<file path="src/rtl/seq_pkg.sv">
// Shared definitions for the serial-bit sequence path: transmitter state
// encoding, the 1001-family default pattern and the repeat counter width.
package seq_pkg;

    typedef enum logic [1:0] {
        ST_IDLE  = 2'd0,
        ST_SHIFT = 2'd1,
        ST_DONE  = 2'd2
    } tx_state_t;

    localparam logic [3:0] DEFAULT_PATTERN_1001 = 4'b1001;
    localparam int         REP_W                = 4;

endpackage

</file>
<file path="src/rtl/serial_bit_counter.sv">
// Mod-WIDTH up-counter with synchronous clear, enable and terminal-count flag;
// tracks the bit position inside one pattern transmission.
module serial_bit_counter #(
    parameter int WIDTH = 4,
    parameter int CW    = (WIDTH > 1) ? $clog2(WIDTH) : 1
) (
    input  logic          clk,
    input  logic          rst,
    input  logic          clr,
    input  logic          en,
    output logic [CW-1:0] cnt,
    output logic          tc
);

    localparam logic [CW-1:0] LAST = CW'(WIDTH - 1);

    assign tc = (cnt == LAST);

    always_ff @(posedge clk or negedge rst) begin
        if (!rst) begin
            cnt <= '0;
        end else if (clr) begin
            cnt <= '0;
        end else if (en) begin
            cnt <= tc ? '0 : cnt + 1'b1;
        end
    end

endmodule

</file>
<file path="src/rtl/serial_pattern_tx.sv">
// Serial pattern transmitter: loads a pattern word plus repeat count and
// shifts it out MSB-first on a registered serial line, repeating without gaps.
//
// state    | meaning
// ---------+-----------------------------------------------------------
// ST_IDLE  | line idle (0), load_ready high, waiting for load_valid
// ST_SHIFT | one pattern bit per clock, wraps to MSB while repeats remain
// ST_DONE  | single-cycle done pulse, loads refused, then back to idle
module serial_pattern_tx
    import seq_pkg::*;
#(
    parameter int               WIDTH           = 4,
    parameter logic [WIDTH-1:0] DEFAULT_PATTERN = WIDTH'(DEFAULT_PATTERN_1001)
) (
    input  logic             clk,
    input  logic             rst,
    input  logic             load_valid,
    output logic             load_ready,
    input  logic [WIDTH-1:0] load_pattern,
    input  logic [REP_W-1:0] load_repeat,
    input  logic             abort,
    output logic             out_bit,
    output logic             out_valid,
    output logic             busy,
    output logic             done
);

    localparam int CW = $clog2(WIDTH);

    tx_state_t        state, state_nxt;
    logic [WIDTH-1:0] pattern;
    logic [REP_W-1:0] rep_cnt;
    logic [CW-1:0]    bit_cnt;
    logic [CW-1:0]    bit_idx_nxt;
    logic             bit_tc;
    logic             cnt_clr, cnt_en;
    logic             load_take, rep_dec, rep_clr;
    logic             out_bit_nxt, out_valid_nxt;

    serial_bit_counter #(
        .WIDTH (WIDTH),
        .CW    (CW)
    ) u_bit_cnt (
        .clk (clk),
        .rst (rst),
        .clr (cnt_clr),
        .en  (cnt_en),
        .cnt (bit_cnt),
        .tc  (bit_tc)
    );

    // Index of the bit that will be on the line after this edge when the
    // counter is mid-pattern: WIDTH-1-(bit_cnt+1).
    assign bit_idx_nxt = CW'(WIDTH - 2) - bit_cnt;

    always_comb begin
        state_nxt     = state;
        cnt_clr       = 1'b0;
        cnt_en        = 1'b0;
        load_take     = 1'b0;
        rep_dec       = 1'b0;
        rep_clr       = 1'b0;
        out_bit_nxt   = 1'b0;
        out_valid_nxt = 1'b0;
        case (state)
            ST_IDLE: begin
                if (load_valid) begin
                    load_take     = 1'b1;
                    cnt_clr       = 1'b1;
                    state_nxt     = ST_SHIFT;
                    out_valid_nxt = 1'b1;
                    out_bit_nxt   = load_pattern[WIDTH-1];
                end
            end
            ST_SHIFT: begin
                if (abort) begin
                    cnt_clr   = 1'b1;
                    rep_clr   = 1'b1;
                    state_nxt = ST_IDLE;
                end else if (bit_tc) begin
                    if (rep_cnt != '0) begin
                        cnt_en        = 1'b1;
                        rep_dec       = 1'b1;
                        out_valid_nxt = 1'b1;
                        out_bit_nxt   = pattern[WIDTH-1];
                    end else begin
                        cnt_clr   = 1'b1;
                        state_nxt = ST_DONE;
                    end
                end else begin
                    cnt_en        = 1'b1;
                    out_valid_nxt = 1'b1;
                    out_bit_nxt   = pattern[bit_idx_nxt];
                end
            end
            ST_DONE: begin
                state_nxt = ST_IDLE;
            end
            default: begin
                cnt_clr   = 1'b1;
                rep_clr   = 1'b1;
                state_nxt = ST_IDLE;
            end
        endcase
    end

    always_ff @(posedge clk or negedge rst) begin
        if (!rst) begin
            state      <= ST_IDLE;
            pattern    <= DEFAULT_PATTERN;
            rep_cnt    <= '0;
            out_bit    <= 1'b0;
            out_valid  <= 1'b0;
            busy       <= 1'b0;
            done       <= 1'b0;
            load_ready <= 1'b1;
        end else begin
            state <= state_nxt;
            if (load_take) begin
                pattern <= load_pattern;
                rep_cnt <= load_repeat;
            end else if (rep_clr) begin
                rep_cnt <= '0;
            end else if (rep_dec) begin
                rep_cnt <= rep_cnt - 1'b1;
            end
            // Status flags are registered from the next state so they depend
            // on state only and carry no combinational input path.
            out_bit    <= out_bit_nxt;
            out_valid  <= out_valid_nxt;
            busy       <= (state_nxt != ST_IDLE);
            done       <= (state_nxt == ST_DONE);
            load_ready <= (state_nxt == ST_IDLE);
        end
    end

endmodule

</file>
<file path="config.mk">
export PLATFORM = sky130hd
export DESIGN_NAME = serial_pattern_tx
export DESIGN_NICKNAME = d
export VERILOG_FILES = /design/src/rtl/seq_pkg.sv /design/src/rtl/serial_bit_counter.sv /design/src/rtl/serial_pattern_tx.sv
export SDC_FILE = /design/constraint.sdc
export NUM_CORES = 1
export LEC_CHECK = 0
export ABC_AREA = 1
export BUFFER_PORTS_ARGS = -buffer_cell sky130_fd_sc_hd__buf_2
export CAP_MARGIN = 0
export CORE_MARGIN = 1
export CORE_UTILIZATION = 50
export CTS_CLUSTER_DIAMETER = 80
export CTS_CLUSTER_SIZE = 10
export DETAILED_ROUTE_END_ITERATION = 12
export PLACE_DENSITY = 0.81
export SYNTH_ARGS = -nofsm -noshare
export SYNTH_HDL_FRONTEND = slang
export SYNTH_HIERARCHICAL = 1
export SYNTH_SLANG_ARGS = --single-unit
</file>
<file path="constraint.sdc">
create_clock -name clk -period 3.7 [get_ports clk]
set_input_delay 0.37 -clock clk [delete_from_list [all_inputs] [get_ports clk]]
set_output_delay 0.37 -clock clk [all_outputs]
set_load 0.02 [all_outputs]
</file>
* Word-level counts from Yosys, hierarchy flattened
Cells that the tools add are included.
** Operators by class
- $add $sub $neg :: 3
- Magnitude comparators :: 1
- Eq/ne operators :: 4
- Multiplexer cells :: 34
- Reduce and logical (&&, ||, !) cells :: 7
** Operators with widths (count)
- 1-bit two-way mux :: 18
- 2-bit two-way mux :: 7
- 4-bit two-way mux :: 3
- 2-bit equality test, second input constant :: 3
- 1-bit one-hot mux with 2 select lines :: 3
- 2-bit logical NOT :: 2
- 2-bit one-hot mux with 2 select lines :: 1
- 2-bit nonzero test :: 2
- 4-bit nonzero test :: 1
- 4-bit by 1-bit subtractor with 4-bit output, second input constant :: 1
- 2-bit by 3-bit less-than comparator with 1-bit output, second input constant :: 1
- 1-bit one-hot mux with 3 select lines :: 1
- 3-bit nonzero test :: 1
- 2-bit by 1-bit adder with 2-bit output, second input constant :: 1
- 1-bit binary-select mux with 2-bit select :: 1
- 2-bit by 1-bit equality test with 1-bit output, second input constant :: 1
- 2-bit OR reduction :: 1
- 2-bit subtractor, first input constant :: 1
** Word-level totals
- Register bits after elaboration :: 17
- Input port bits :: 12
- Output and inout bits :: 5
- Logic and storage cells :: 58

* Longest topological paths before layout
Gate-level depths: netlist of the first run.
- Depth after elaboration :: 8
- Mapped depth :: 8
- Mapped depth without buffers :: 8

* By module
Netlist of the first run, hierarchy kept.
** Modules (own cells, without submodules)
- serial_pattern_tx :: instances 1, cells an instance 95, area each 800.8 um^2, seq. area each 379.1 um^2
- serial_bit_counter :: instances 1, cells an instance 12, area each 101.3 um^2, seq. area each 50.0 um^2

* Least setup slack after synthesis of the first run
OpenSTA, ideal clock, no wires.
- Path kind :: register to register
- From :: register u_bit_cnt.cnt[1]
- To :: register u_bit_cnt.cnt[0]
- Setup time :: 0.117 ns
- Arrival time :: 1.279 ns
- Required time :: 3.583 ns
- Setup slack :: 2.304 ns
- Stages on the path, launching flop included :: 7
- Buffers on the path :: 0
- Clock period less this slack :: 1.396 ns
- Cells stage by stage :: dfrtp_1 -> ha_1 -> nand4_1 -> o21ai_0 -> inv_1 -> nand3_1 -> nand2_1
** On the way
- Longest elaborated chain between the ends :: 5
- Elaborated cells on any way between the ends :: 11
- Classes of those cells :: eq/ne: 1; mux: 9; reduce/logical: 1
** RTL lines
- start: declaration :: RTL line serial_bit_counter.sv:11 : output logic [CW-1:0] cnt,
- start signal: assignment :: RTL line serial_bit_counter.sv:25 : cnt <= tc ? '0 : cnt + 1'b1;
- 2-bit equality test * :: RTL line serial_bit_counter.sv:17 : assign tc = (cnt == LAST);
- via bit_tc :: RTL line serial_pattern_tx.sv:35 : logic bit_tc;
- 1-bit two-way mux * :: RTL line serial_pattern_tx.sv:80 : end else if (bit_tc) begin
- 1-bit two-way mux * :: RTL line serial_pattern_tx.sv:76 : if (abort) begin
- 1-bit one-hot mux with 3 select lines * :: RTL line serial_pattern_tx.sv:65 : case (state)
- via cnt_clr :: RTL line serial_pattern_tx.sv:36 : logic cnt_clr, cnt_en;
- 2-bit two-way mux / 2-bit nonzero test (equally long branches)
The timed path passes the listed nets; every way through them passes the cells marked *. The select of a mux whose other input is x is not followed.
A chain may end at the register's enable or synchronous reset.

* Final worst setup path of the first run
Ends and elaborated chain as after synthesis.

==> metrics.csv, run 1 <==
stage,metric,value,unit
global_routing,use_met3,0.0612,
timing,fin_crit,1.62,ns
clock_tree,ctsHtreeMaxLevel,1,
clock_tree,clk_latency,0.29,ns
placed_design,place_ws,2.10,ns
clock_tree,clk_pin_slew,0.09,ns
global_routing,antenna_found_initial,0,
synth,synth-seq-cells,17,
clock_tree,cts.path.max_buffers,2,
timing,finalHoldViolCount,0,
clock_tree,cts-root-buf,clkbuf_4,
timing,maxSlewViolCount,0,
timing,fmax,616,MHz
die,rows,14,
synth,synth_warnings,6,
drt,route.vias.total,714,
global_routing,grt_max_degree,18,
final_layout,fillers,144,
final_layout,mostFrequentLayoutCell,nand2_1,
global_routing,use_met1,0.278,
die,die_height,44.5,um
placed_design,gp_congestion,0.856,
final_layout,drive_above_1_share,0.281,
timing,worst_slack,2.08,ns
setup_path,cp.required,3.89,ns
synth,yosysTopAreaCellShare,0.388,
drt,drt_iter0_markers,15,
die,die_w,44.5,um
final_layout,area_delta_synth_final,16.2,%
synth,synth_area_leaders,"dfrtp_1 (39%), nand2_1 (16%), dfstp_2 (8.7%), nand3_1 (5.5%), nand3_4 (3.9%)",
global_routing,grt_pass1_vias,720,
global_routing,grt_first_pass_wirelength,2950,um
setup_path,critPathMaxStageDelay,0.43,ns
setup_path,crit_chain,"ha_1, nand4_1, o21ai_0, inv_1, nand3_1, nand2_1",
synth,synth_ff_type,dfrtp_1,
synth,synth.distinct_cells,20,
global_routing,grt.busiest_layer,met2,
timing,skew,0.000831,ns
timing,period_share,0.439,
power_and_ir_drop,vdd.ir_drop.worst,0.403,mV
drt,drc,0,
setup_path,reg2reg_depth,6,
drt,wl_per_cell,10.6,um
setup_path,cpLargestDelayFamily,flip-flops,
die,core_area,1590,um2
setup_path,critical_path.max_fanout,6,
synth,syn_inst,107,
timing,setup_viol,0,
power_and_ir_drop,p_leak,0.561,nW
clock_tree,cts_resized,0,
die,start_util,0.566,
timing,worst_slew_pin_slew,0.362,ns
final_layout,fin_nets,143,
setup_path,path_depth,6,
hold_path,min_path_type,in2reg,
synth,avgSynthCellArea,8.43,um2
final_layout,layout_common_cells,"nand2_1 (38), buf_2 (16), dfrtp_1 (14)",
synth,synth.cell_area,902,um2
final_layout,final-seq-area,429,um2
drt,viasPerCell,4.70,
drt,firstDrtPassIters,4,
power_and_ir_drop,powerDensity,538,nW/um2
final_layout,antenna_cells,0,
placed_design,dp_hpwl,1290,um
synth,async_flop_share,1.00,
timing,slew_headroom,0.759,
setup_path,slowest_stage,dfrtp_1,
run,cap_viol_max_count,0,
setup_path,path_buf_inv,1,
timing,tns,0,ns
setup_path,critical_path_arrival,1.82,ns
global_routing,grt_usage,0.210,
clock_tree,cts_made_buffers,3,
setup_path,cp-start-kind,flip-flop,
global_routing,met2_usage,0.321,
placed_design,portBuffers,16,
synth,yosysSeqAreaShare,0.476,
clock_tree,cts.sinks,17,
global_routing,grt_overflow,0,
final_layout,multi_input_area,419,um2
hold_path,hold_path_depth,3,
setup_path,end_kind,flip-flop,
power_and_ir_drop,total_power,0.564,mW
synth,synth_edf_count,0,
die,die_area,1980,um2
synth,synthesis.nets,121,
drt,wl,1610,um
die,ios,17,
synth,synth_area_leader_cell,dfrtp_1,
timing,rsz0062_at_grt,no,
setup_path,path_class,reg2reg,
clock_tree,cts_tree,yes,
outcome,status,finished clean,
drt,antenna_left,0,
-- repair_timing --
| action | CTS | global route |
|---|---|---|
| buffers inserted | 0 | 0 |
| setup endpoints to repair | 0 | 0 |
| hold endpoints to repair | 14 | 0 |
| hold buffers | 1 | 0 |
-- final timing paths --
path	from	endpoint	slack [ns]
max	u_bit_cnt/cnt[1]	u_bit_cnt/cnt[0]	2.08
min	load_pattern[1]	pattern[1]	0.27
max reg2reg	u_bit_cnt/cnt[1]	u_bit_cnt/cnt[0]	2.08
min reg2reg	pattern[2]	pattern[2]	0.49
max in group asynchronous	rst	load_ready	2.88
min in group asynchronous	rst	rep_cnt[0]	0.51
-- logic make-up after synthesis --
kind of cell | after synthesis | synth area share
xor+xnor | 1 | 0.00971
simple gates | 67 | 0.388
buf+inv | 13 | 0.0596
compound gates | 7 | 0.0388
flops | 17 | 0.476
fa+ha+maj | 2 | 0.0277
-- layer usage --
metal	vias up	wire [um]
met4	0	30
met5	-	0
met3	4	54
met2	16	749
met1	314	770
li1	380	-
-- worst reg2reg max path, cell delays in order, from the launching register on --
cell     delay, ns
dfrtp_1       0.43
ha_1          0.32
nand4_1       0.19
o21ai_0       0.34
inv_1         0.10
nand3_1       0.09
nand2_1       0.05
-- report_power, final --
group | internal, mW | switching (mW) | leakage, nW
combinational | 0.0792 | 0.124 | 0.336
sequential | 0.231 | 0.0307 | 0.210
clock | 0.0420 | 0.0568 | 0.0150
total | 0.352 | 0.212 | 0.561
-- cell usage after synthesis, types with 2 or more instances --
cell	number
nor2_1	7
nand4_1	2
dfrtp_1	14
o21ai_1	3
inv_2	3
nand2_4	3
nand3_4	2
nand2_1	38
dfstp_2	3
ha_1	2
inv_1	9
o21ai_0	4
nand3_1	10
-- state kept, by name, summed over array words and instances (netlist names), 2 cells and up --
| signal | flops |
|---|---|
| rep_cnt | 4 |
| pattern | 4 |
| u_bit_cnt/cnt | 2 |
| state | 2 |
-- through the flow --
step	instance area, um2	cells	hold WS [ns]	util
after floorplan	902	107	0.0744	-
after global placement	1010	147	0.305	0.635
after detailed placement	1010	147	0.311	0.635
after CTS	1050	152	0.265	0.658
after global routing	1050	152	0.259	0.658
final	1050	152	0.271	0.658
-- layout make-up --
cell class | instances | area share
flip-flops and latches | 17 | 0.409
multi-input cells | 77 | 0.400
repair buffers | 17 | 0.0859
inverters | 13 | 0.0513
well taps | 24 | 0.0286
clock buffers | 4 | 0.0251
(Power assumes the default switching activity.)
==> inputs of run 2 (changes only) <==
clock period = 1.6 ns   (was 3.7 ns; I/O delays follow)
==> run 2 against run 1 <==
  * Setup slack worse by 1.9 ns
  * Combinational power is 130% higher
  * Routed wire length is 0.87% lower
  * Count of clock-buffer cells in the layout is 1 lower
  * Final cell count is 0.66% higher
  * Power is 130% higher
  * Register-to-register slack worse by 1.9 ns
  * Maximum frequency is 11% higher
  * Non-clock buffer count is 1 higher
  * Highest routed layer unchanged
==> metrics.csv, run 2 (synthesized netlist as in run 1, its figures left out) <==
stage,metric,value,unit,change
timing,slew_headroom,0.763,,+0.00478
setup_path,cp-start-kind,flip-flop,,
timing,worst_slack,0.137,ns,-1.94 ns
timing,skew,0.00297,ns,+0.00214 ns
final_layout,layout_common_cells,"nand2_1 (38), buf_2 (16), dfrtp_1 (14)",,
power_and_ir_drop,p_leak,0.569,nW,+1.4%
global_routing,use_met3,0.0612,,unchanged
die,rows,14,,unchanged
setup_path,cp.required,1.79,ns,-2.10 ns
global_routing,antenna_found_initial,0,,unchanged
die,start_util,0.566,,unchanged
drt,firstDrtPassIters,4,,unchanged
global_routing,grt_usage,0.202,,-0.00789
clock_tree,cts.path.max_buffers,2,,unchanged
die,core_area,1590,um2,unchanged
clock_tree,clk_latency,0.30,ns,about the same
drt,wl,1590,um,-0.87%
placed_design,placed_cells,148,,+0.68%
run,cap_viol_max_count,0,,unchanged
timing,fin_crit,1.46,ns,-0.161 ns
drt,drt_iter0_markers,19,,+4
final_layout,fin_nets,144,,+0.70%
final_layout,mostFrequentLayoutCell,nand2_1,,
clock_tree,cts-root-buf,clkbuf_4,,
final_layout,drive_above_1_share,0.295,,+0.0133
global_routing,grt_max_degree,18,,unchanged
power_and_ir_drop,powerDensity,1230,nW/um2,+130%
hold_path,min_path_type,in2reg,,
global_routing,met2_usage,0.297,,-0.0235
final_layout,postLayoutCellArea,1060,um2,+0.83%
final_layout,final_core_util,0.663,,+0.00549
drt,antenna_left,0,,unchanged
power_and_ir_drop,vdd.ir_drop.worst,0.838,mV,+110%
setup_path,critical_path_arrival,1.66,ns,-0.16 ns
timing,setup_viol,0,,unchanged
drt,wl_per_cell,10.4,um,-1.5%
placed_design,portBuffers,16,,unchanged
clock_tree,ctsHtreeMaxLevel,1,,unchanged
clock_tree,cts.sinks,17,,unchanged
drt,route.vias.total,764,,+7.0%
global_routing,grt_overflow,0,,unchanged
clock_tree,clk_pin_slew,0.10,ns,about the same
outcome,status,finished clean,,
final_layout,final-seq-area,429,um2,unchanged
final_layout,fin_cells,153,,+0.66%
die,ios,17,,unchanged
global_routing,grt.busiest_layer,met2,,
placed_design,dp_hpwl,1250,um,-2.9%
placed_design,gp_congestion,0.893,,+4.3%
clock_tree,postCtsSetupRepairBufs,0,,unchanged
setup_path,end_kind,flip-flop,,
die,die_height,44.5,um,unchanged
drt,drc,0,,unchanged
timing,period_share,0.914,,+0.476
die,die_area,1980,um2,unchanged
timing,finalHoldViolCount,0,,unchanged
final_layout,antenna_cells,0,,unchanged
die,die_w,44.5,um,unchanged
timing,fmax,684,MHz,+11%
final_layout,area_delta_synth_final,17.2,%,
final_layout,reg_top3,"pattern (4), rep_cnt (4)",,
placed_design,place_area,1020,um2,+0.74%
setup_path,path_class,reg2reg,,
timing,worst_slew_pin_slew,0.355,ns,-0.00718 ns
clock_tree,cts_tree,yes,,
final_layout,multi_input_area,419,um2,unchanged
clock_tree,cts_made_buffers,3,,unchanged
timing,rsz0062_at_grt,no,,
setup_path,critical_path.max_fanout,4,,-2
placed_design,place_ws,0.0985,ns,-2.00 ns
power_and_ir_drop,total_power,1.30,mW,+130%
timing,tns,0,ns,unchanged
final_layout,fillers,140,,-2.8%
timing,fin_hold_ws,0.0543,ns,-0.217 ns
global_routing,grt_first_pass_wirelength,2730,um,-7.3%
drt,viasPerCell,4.99,,+6.3%
global_routing,grt_pass1_vias,668,,-7.2%
timing,maxSlewViolCount,0,,unchanged
global_routing,use_met1,0.259,,-0.0191
run 2: area by class of cell:
cell class              instances  share of cell area
repair buffers                 18              0.0923
clock inverters                 1             0.00473
flip-flops and latches         17               0.406
well taps                      24              0.0284
inverters                      13              0.0509
clock buffers                   3              0.0213
multi-input cells              77               0.396
run 2: path summary, 6_finish.rpt:
path | end | from | slack, ns | cells after the start
setup reg to reg | u_bit_cnt/cnt[0] | rep_cnt[0] | 0.14 | 7
hold reg to reg | pattern[1] | pattern[1] | 0.49 | 2
max in group asynchronous | load_ready | rst | 1.00 | 2
setup / recovery | u_bit_cnt/cnt[0] | rep_cnt[0] | 0.14 | 7
min in group asynchronous | rep_cnt[0] | rst | 0.29 | 2
hold / removal | pattern[1] | load_pattern[1] | 0.05 | 3
run 2: worst max-delay path, cell delays in order, from the launching register on:
cell     delay [ns]
dfrtp_1        0.40
inv_1          0.11
ha_1           0.21
nand4_1        0.17
o21ai_1        0.24
inv_1          0.09
nand3_1        0.09
nand2_1        0.06
run 2: per-layer routing:
| metal | routed length (um) | part of all wire |
|---|---|---|
| met4 | 39 | 0.025 |
| met2 | 728 | 0.46 |
| met3 | 96 | 0.060 |
| met5 | 0 | 0 |
| met1 | 727 | 0.46 |
run 2: report_power, final:
| part | leakage, nW | switching (mW) | total, mW | internal [mW] |
|---|---|---|---|---|
| logic | 0.341 | 0.286 | 0.469 | 0.183 |
| registers | 0.210 | 0.0694 | 0.603 | 0.533 |
| clock network | 0.0177 | 0.139 | 0.232 | 0.0933 |
| total | 0.569 | 0.494 | 1.30 | 0.810 |
run 2: timing repair:
| item | 4_1_cts | 5_1_grt |
|---|---|---|
| hold endpoints to repair | 14 | 0 |
| resized for setup | 0 | 1 |
| hold buffers | 1 | 0 |
| setup endpoints to repair | 0 | 2 |
